--- src/rtl/hazard_pkg.sv ---
// Shared definitions for the hazard/forwarding controller.
//   fw_width()    : width of a per-source forward select for a given stage count
//   FWD_RF        : forward-select code meaning "read the register file"
//   stall_state_t : load-use stall FSM states
package hazard_pkg;

    localparam int unsigned FWD_RF = 0;

    typedef enum logic {
        IDLE,
        STALL
    } stall_state_t;

    function automatic int unsigned fw_width(input int unsigned nstg);
        return $clog2(nstg + 1);
    endfunction

endpackage

--- src/rtl/hazard_fwd_unit_if.sv ---
// Pipeline-side bundle for hazard_fwd_unit.
//   i_ex_src/i_id_src/i_id_src_vld : execute and decode source operands
//   i_stg_rd/i_stg_we/i_stg_ld     : downstream producer stages (stage s at (s-1))
//   i_br_taken/i_freeze            : branch resolve and external pipeline hold
//   o_fwd_sel/o_fwd_err            : EX operand mux selects and not-ready flags
//   o_stall/o_bubble/o_flush       : IF/ID/EX enables
//   o_stall_cnt                    : saturating stall-cycle statistic
// master = pipeline side, slave = hazard unit.
interface hazard_fwd_unit_if
    import hazard_pkg::*;
#(
    parameter int unsigned AW   = 5,
    parameter int unsigned NSRC = 2,
    parameter int unsigned NSTG = 3,
    parameter int unsigned CW   = 16,
    parameter int unsigned FW   = fw_width(NSTG)
);
    logic [NSRC*AW-1:0] i_ex_src;
    logic [NSRC*AW-1:0] i_id_src;
    logic [NSRC-1:0]    i_id_src_vld;
    logic [NSTG*AW-1:0] i_stg_rd;
    logic [NSTG-1:0]    i_stg_we;
    logic [NSTG-1:0]    i_stg_ld;
    logic               i_br_taken;
    logic               i_freeze;
    logic [NSRC*FW-1:0] o_fwd_sel;
    logic [NSRC-1:0]    o_fwd_err;
    logic               o_stall;
    logic               o_bubble;
    logic               o_flush;
    logic [CW-1:0]      o_stall_cnt;

    modport master (
        output i_ex_src, i_id_src, i_id_src_vld, i_stg_rd, i_stg_we, i_stg_ld,
               i_br_taken, i_freeze,
        input  o_fwd_sel, o_fwd_err, o_stall, o_bubble, o_flush, o_stall_cnt
    );

    modport slave (
        input  i_ex_src, i_id_src, i_id_src_vld, i_stg_rd, i_stg_we, i_stg_ld,
               i_br_taken, i_freeze,
        output o_fwd_sel, o_fwd_err, o_stall, o_bubble, o_flush, o_stall_cnt
    );
endinterface

--- src/rtl/hazard_fwd_sel.sv ---
// Forward selector for one execute-stage source operand.
//   src    : source register address
//   stg_*  : destination/write-enable/pending-load vectors of the producer stages
//   sel    : winning stage number (nearest producer), FWD_RF when none
//   err    : winning producer is a load whose data is not yet available
module hazard_fwd_sel
    import hazard_pkg::*;
#(
    parameter int unsigned AW   = 5,
    parameter int unsigned NSTG = 3,
    parameter int unsigned FW   = fw_width(NSTG)
) (
    input  logic [AW-1:0]      src,
    input  logic [NSTG*AW-1:0] stg_rd,
    input  logic [NSTG-1:0]    stg_we,
    input  logic [NSTG-1:0]    stg_ld,
    output logic [FW-1:0]      sel,
    output logic               err
);
    // Scan oldest to nearest so the nearest match overwrites older ones.
    always_comb begin
        sel = FW'(FWD_RF);
        err = 1'b0;
        for (int unsigned s = NSTG; s >= 1; s--) begin
            if (stg_we[s-1] && (stg_rd[(s-1)*AW +: AW] != '0) &&
                (stg_rd[(s-1)*AW +: AW] == src)) begin
                sel = FW'(s);
                err = stg_ld[s-1];
            end
        end
    end
endmodule

--- src/rtl/hazard_fwd_unit.sv ---
// Hazard detection and forwarding control for the in-order pipeline.
//   i_clk, i_rst_n : clock and asynchronous active-low reset
//   hz             : pipeline bundle (see hazard_fwd_unit_if)
// Forwarding and branch flush are combinational; load-use stalls run for
// LD_LAT unfrozen cycles from detection; stall cycles are counted with saturation.
module hazard_fwd_unit
    import hazard_pkg::*;
#(
    parameter int unsigned AW     = 5,
    parameter int unsigned NSRC   = 2,
    parameter int unsigned NSTG   = 3,
    parameter int unsigned LD_LAT = 1,
    parameter int unsigned CW     = 16
) (
    input  logic               i_clk,
    input  logic               i_rst_n,
    hazard_fwd_unit_if.slave   hz
);
    localparam int unsigned FW   = fw_width(NSTG);
    localparam int unsigned CNTW = $clog2(LD_LAT + 1);

    logic [NSRC*FW-1:0] sel_raw;
    logic [NSRC-1:0]    err_raw;
    logic               haz;
    logic               stall_raw, bubble_raw, flush_raw;
    stall_state_t       state_q, state_d;
    logic [CNTW-1:0]    cnt_q, cnt_d;
    logic [CW-1:0]      stall_cnt_q;

    for (genvar k = 0; k < NSRC; k++) begin : g_src
        hazard_fwd_sel #(
            .AW   (AW),
            .NSTG (NSTG),
            .FW   (FW)
        ) u_sel (
            .src    (hz.i_ex_src[k*AW +: AW]),
            .stg_rd (hz.i_stg_rd),
            .stg_we (hz.i_stg_we),
            .stg_ld (hz.i_stg_ld),
            .sel    (sel_raw[k*FW +: FW]),
            .err    (err_raw[k])
        );
    end

    // Load in the nearest stage feeding any live decode source.
    always_comb begin
        haz = 1'b0;
        if (hz.i_stg_we[0] && hz.i_stg_ld[0] && (hz.i_stg_rd[AW-1:0] != '0)) begin
            for (int unsigned k = 0; k < NSRC; k++) begin
                if (hz.i_id_src_vld[k] && (hz.i_id_src[k*AW +: AW] == hz.i_stg_rd[AW-1:0]))
                    haz = 1'b1;
            end
        end
    end

    always_comb begin
        state_d    = state_q;
        cnt_d      = cnt_q;
        stall_raw  = 1'b0;
        bubble_raw = 1'b0;
        flush_raw  = 1'b0;
        if (hz.i_br_taken) begin
            flush_raw  = 1'b1;
            bubble_raw = 1'b1;
            cnt_d      = '0;
            state_d    = IDLE;
        end else if (state_q == STALL) begin
            stall_raw  = 1'b1;
            bubble_raw = 1'b1;
            if (!hz.i_freeze) begin
                cnt_d = cnt_q - CNTW'(1);
                if (cnt_q == CNTW'(1))
                    state_d = IDLE;
            end
        end else if (haz) begin
            stall_raw  = 1'b1;
            bubble_raw = 1'b1;
            // A frozen detect cycle does not count; the held pipeline re-presents
            // the hazard, so the load is taken on the first unfrozen detect.
            if ((LD_LAT > 1) && !hz.i_freeze) begin
                cnt_d   = CNTW'(LD_LAT - 1);
                state_d = STALL;
            end
        end
    end

    always_ff @(posedge i_clk or negedge i_rst_n) begin
        if (!i_rst_n) begin
            state_q <= IDLE;
            cnt_q   <= '0;
        end else begin
            state_q <= state_d;
            cnt_q   <= cnt_d;
        end
    end

    always_ff @(posedge i_clk or negedge i_rst_n) begin
        if (!i_rst_n)
            stall_cnt_q <= '0;
        else if (stall_raw && !hz.i_freeze && (stall_cnt_q != '1))
            stall_cnt_q <= stall_cnt_q + CW'(1);
    end

    // Control outputs are forced quiet while reset is held, independent of the clock.
    assign hz.o_fwd_sel   = i_rst_n ? sel_raw : '0;
    assign hz.o_fwd_err   = i_rst_n ? err_raw : '0;
    assign hz.o_stall     = i_rst_n & stall_raw;
    assign hz.o_bubble    = i_rst_n & bubble_raw;
    assign hz.o_flush     = i_rst_n & flush_raw;
    assign hz.o_stall_cnt = stall_cnt_q;
endmodule

--- src/flat_wrapper.sv ---
// flat-port wrapper written by rule: the top's interface ports become plain ports
module hazard_fwd_unit_flat import hazard_pkg::*;
#(
    parameter int unsigned AW     = 5,
    parameter int unsigned NSRC   = 2,
    parameter int unsigned NSTG   = 3,
    parameter int unsigned LD_LAT = 1,
    parameter int unsigned CW     = 16
)
  (i_clk, i_rst_n, hz_i_ex_src, hz_i_id_src, hz_i_id_src_vld, hz_i_stg_rd, hz_i_stg_we, hz_i_stg_ld, hz_i_br_taken, hz_i_freeze, hz_o_fwd_sel, hz_o_fwd_err, hz_o_stall, hz_o_bubble, hz_o_flush, hz_o_stall_cnt);
  hazard_fwd_unit_if #(.AW(AW), .NSRC(NSRC), .NSTG(NSTG), .CW(CW)) hz_i ();
  input  logic i_clk;
  input  logic i_rst_n;
  input wire logic [$bits(hz_i.i_ex_src)-1:0] hz_i_ex_src;
  input wire logic [$bits(hz_i.i_id_src)-1:0] hz_i_id_src;
  input wire logic [$bits(hz_i.i_id_src_vld)-1:0] hz_i_id_src_vld;
  input wire logic [$bits(hz_i.i_stg_rd)-1:0] hz_i_stg_rd;
  input wire logic [$bits(hz_i.i_stg_we)-1:0] hz_i_stg_we;
  input wire logic [$bits(hz_i.i_stg_ld)-1:0] hz_i_stg_ld;
  input wire logic [$bits(hz_i.i_br_taken)-1:0] hz_i_br_taken;
  input wire logic [$bits(hz_i.i_freeze)-1:0] hz_i_freeze;
  output wire logic [$bits(hz_i.o_fwd_sel)-1:0] hz_o_fwd_sel;
  output wire logic [$bits(hz_i.o_fwd_err)-1:0] hz_o_fwd_err;
  output wire logic [$bits(hz_i.o_stall)-1:0] hz_o_stall;
  output wire logic [$bits(hz_i.o_bubble)-1:0] hz_o_bubble;
  output wire logic [$bits(hz_i.o_flush)-1:0] hz_o_flush;
  output wire logic [$bits(hz_i.o_stall_cnt)-1:0] hz_o_stall_cnt;
  assign hz_i.i_ex_src = hz_i_ex_src;
  assign hz_i.i_id_src = hz_i_id_src;
  assign hz_i.i_id_src_vld = hz_i_id_src_vld;
  assign hz_i.i_stg_rd = hz_i_stg_rd;
  assign hz_i.i_stg_we = hz_i_stg_we;
  assign hz_i.i_stg_ld = hz_i_stg_ld;
  assign hz_i.i_br_taken = hz_i_br_taken;
  assign hz_i.i_freeze = hz_i_freeze;
  assign hz_o_fwd_sel = hz_i.o_fwd_sel;
  assign hz_o_fwd_err = hz_i.o_fwd_err;
  assign hz_o_stall = hz_i.o_stall;
  assign hz_o_bubble = hz_i.o_bubble;
  assign hz_o_flush = hz_i.o_flush;
  assign hz_o_stall_cnt = hz_i.o_stall_cnt;
  hazard_fwd_unit #(.AW(AW), .NSRC(NSRC), .NSTG(NSTG), .LD_LAT(LD_LAT), .CW(CW)) u_core (.i_clk(i_clk), .i_rst_n(i_rst_n), .hz(hz_i));
endmodule
--- config.mk ---
export PLATFORM = sky130hd
export DESIGN_NAME = hazard_fwd_unit_flat
export DESIGN_NICKNAME = d
export VERILOG_FILES = /design/src/rtl/hazard_pkg.sv /design/src/rtl/hazard_fwd_unit_if.sv /design/src/rtl/hazard_fwd_sel.sv /design/src/rtl/hazard_fwd_unit.sv /design/src/flat_wrapper.sv
export SDC_FILE = /design/constraint.sdc
export NUM_CORES = 1
export LEC_CHECK = 0
export ABC_AREA = 1
export ABC_CLOCK_PERIOD_IN_PS = 1700
export BUFFER_PORTS_ARGS = -buffer_cell sky130_fd_sc_hd__buf_2
export CAP_MARGIN = 30
export CELL_PAD_IN_SITES_DETAIL_PLACEMENT = 0
export CELL_PAD_IN_SITES_GLOBAL_PLACEMENT = 1
export CORE_MARGIN = 2
export CORE_UTILIZATION = 30
export DETAILED_ROUTE_END_ITERATION = 8
export PLACE_DENSITY_LB_ADDON = 0.1
export SLEW_MARGIN = 10
export SYNTH_ARGS = -nofsm -noshare
export SYNTH_HDL_FRONTEND = slang
export SYNTH_HIERARCHICAL = 1
export SYNTH_SLANG_ARGS = --single-unit
--- constraint.sdc ---
create_clock -name i_clk -period 1.7 [get_ports i_clk]
set_input_delay 0.51 -clock i_clk [delete_from_list [all_inputs] [get_ports i_clk]]
set_output_delay 0.51 -clock i_clk [all_outputs]
set_load 0.01 [all_outputs]
==> key figures <==
Critical path
  • Top delay family on crit path: simple AND/OR/NAND/NOR gates
  • Slowest CP cell: nor3_2
  • CP Data Required Time: roughly 1200 ps
  • Crit path cell chain: buf_8 -> xor2_1 -> nor3_2 -> nand3_2 -> nand2_1 -> nor2_1 -> nor2_1 -> nand2_1 -> inv_2 -> buf_6
  • CP Class: primary input to output port
  • Crit. End Element: output port
  • Bufs and invs on worst path: 3
  • CP max FO: 5
  • Kind of start point of the critical path: primary input
  • Crit-path max cell delay: roughly 170 ps
  • Crit path DAT: roughly 1600 ps

Routing
  • Met1 wire length: 3.60 mm
  • Via density: 4.59
  • Iteration-0 DRC Markers: approximately 110
  • Drt first pass iters: 4
  • Final routed wire length divided by cell count: 11.7 um
  • Top sig layer: met3
  • Remaining antenna violation count: 0
  • Drt drc: 0
  • Met2 routed WL: approximately 2.9 mm
  • WL met3: approximately 330 um
  • Via count: approximately 2,700
  • DRT Wirelength: 6.80 mm

Global routing
  • Initial antenna violation count: 0
  • Total GRT Usage: 17.5%
  • First-pass GRT wire length: roughly 11 mm
  • Global route overflow: 0
  • Vias in the first global route: between 2,000 and 2,500
  • Largest net degree at the start of global routing: 21

Floorplan
  • Core Rows: 31
  • Die height: between 80 and 90 um
  • Die X-Extent: 89.3 um
  • Core box area: roughly 7100 um^2
  • Io pins: between 70 and 80
  • Starting Density: between 30% and 40%
  • Die ar.: about 8000 um^2

Timing
  • Slew @ Worst Pin: 428 ps
  • Setup violators final: 8
  • Final period util: 121%
  • F_max: just under 500 MHz
  • Clock period minus final worst setup slack: just over 2000 ps
  • Final hold violation count: 0
  • Worst Skew: roughly 2.2 ps
  • RSZ-0062 raised after global routing: yes
  • TNS Setup: -2360 ps
  • Max-slew headroom: between 70% and 80%
  • Worst setup margin: -356 ps
  • Max Slew Vio Count: 0

Synth
  • Seq/Total Area, Yosys: between 20 and 25%
  • Syn_nets: 445
  • Yosys cell types: 29
  • Synth top area cells: nand2_1, dfrtp_1, inv_1
  • Yosys top cell area share: a little over a quarter
  • Mapped Cells: between 300 and 400
  • Avg Synthesized Cell Area: between 5 and 6 um^2
  • Netlist Area Pre-Place: 2180 um^2
  • Yosys warns: 6
  • #FFs+latches synth: 18
  • Yosys top cell by area: nand2_1

Clock network
  • CTS H-tree depth: 1
  • CTS Buffer Depth: 2
  • Clock transition at path regs: approximately 70 ps
  • Cts hold-fix bufs: 0
  • Clock sink total: 18
  • Total CTS buffers: 3
  • CTS tree: yes
  • Clock latency on the worst-skew pair: between 200 and 300 ps
  • Root Buffer: clkbuf_8

Final layout
  • Final Instance Area: 3500 um^2
  • Antenna diodes: 0
  • FF/Latch Area: about 450 um^2
  • Non-Filler Instances: about 580
  • Multi-input gate area: between 1500 and 2000 um^2
  • Share of layout cells above drive strength 1: 41.4%
  • P&R area growth vs syn: 60.3%
  • Fin nets: roughly 530
  • Fillers: between 700 and 800

Min path
  • Hold crit path type: primary input to async pin

Placed design
  • Gpl congestion: between 0.8 and 0.9
  • Placed cells: around 580
  • Detailed Place HPWL: about 5.5 mm
  • Dpl cell area: 2910 um^2
  • Pre-CTS setup slack: -493 ps
  • I/O Buffers: a little over 70

Power and ir drop
  • Total design power: 0.00133 W
  • PwrDens: 380 nW/um^2
  • Peak supply drop: about 0.00019 V
  • P_leak: roughly 1.9 nW

Flow run
  • Max cap viols: 0

Outcome
  • Failing checks: setup timing
  • Status: complete, but fails checks
worst register-to-register path: stages, from the launching register on:
cell and delay (ps):
dfrtp_1 380, ha_1 230, nand2_1 160, nor2_2 80
nand4_4 140, clkinv_1 130, nor2_1 160, nand3_1 90
nand2_1 60, nand2_1 50
power by group:
group / switching (W) / internal [W]
sequential: 0.00000417 / 0.000436
combinational: 0.000289 / 0.000253
clock: 0.000142 / 0.000206
cells in the final DEF, fill, tap and decap left out, types with 4 or more instances in the layout:
master,Yosys,final
nand2_1,156,118
nor2_1,54,42
buf_2,4,37
inv_1,58,35
nand2_2,1,29
nand4_1,24,24
buf_4,1,19
dfrtp_1,18,18
inv_2,7,16
buf_6,1,15
xor2_1,13,13
buf_12,0,12
nand3_1,12,11
nand2_4,0,10
nor2_4,2,10
nor2_2,4,8
buf_8,0,6
inv_4,0,6
nand3_2,5,6
o21ai_2,0,6
inv_8,0,5
clkbuf_8,0,4
o21ai_1,2,4
layer usage:
| metal | global-route usage (%) | vias up |
|---|---|---|
| met1 | 26.9 | 1201 |
| met3 | 2.77 | 0 |
| met4 | 1.22 | 0 |
| met2 | 26.7 | 64 |
| met5 | 0 | - |
| li1 | - | 1404 |
kinds of logic (layout without fill, tap and decap cells):
logic type                 count (synthesis)  in the layout  share of synthesized area [%]
and+or+nand+nor                          267            267                           54.1
buffers and inverters                     77            163                           14.0
AOI/OAI and AO/OA                         19             19                           4.70
DFF                                       18             18                           20.6
xor gates and xnor gates                  15             15                           6.01
adders and majority gates                  1              1                          0.573
path summary, 6_finish.rpt:
kind                                        endpoint  cells after the start  slack [ps]                startpoint
max reg2reg                u_core/hz.o_stall_cnt[13]                      9         100  u_core/hz.o_stall_cnt[0]
min in group i_clk                    u_core/state_q                      1         480              u_core/cnt_q
max in group asynchronous  u_core/hz.o_stall_cnt[14]                      2        1080                   i_rst_n
min                                     u_core/cnt_q                      1         120                   i_rst_n
min reg2reg                           u_core/state_q                      1         480              u_core/cnt_q
max                                  hz_o_fwd_err[0]                     10        -360            hz_i_ex_src[3]
state kept, by name, indices dropped and copies added, names as in the netlist:
name and cells:
u_core/state_q 1, u_core/cnt_q 1, u_core/hz.o_stall_cnt 16
final cells by class:
cell class                 count  share of cell area [%]
clock buffer                   4                    1.57
tap                           99                    3.54
inverter                      70                    10.3
sequential                    18                    12.9
multi-input combinational    302                    48.1
timing repair buffer          89                    23.6
synth_stat cells (all sizes together):
cell	n
clkinv	5
nor2	60
o21ai	13
xor2	13
clkbuf	1
nand3	17
nand4	25
xnor2	2
inv	65
o21a	2
nand3b	1
nor3	6
buf	6
ha	1
a211oi	1
nand2	157
dfrtp	18
a21oi	3
and3	1
through the flow:
stage / hold WS, ps / utilization, %
final: 118 / 49.1
after global routing: 118 / 49.1
after CTS: 114 / 46.0
after detailed placement: 393 / 40.8
after global placement: 387 / 40.8
after floorplan: 214 / -
repair_timing:
item / 4_1_cts / 5_1_grt
pin swaps: 44 / 40
resized for setup: 94 / 70
setup endpoints to repair: 21 / 22
buffers inserted: 3 / 1
No activity file was read; power rests on OpenSTA's default activity.
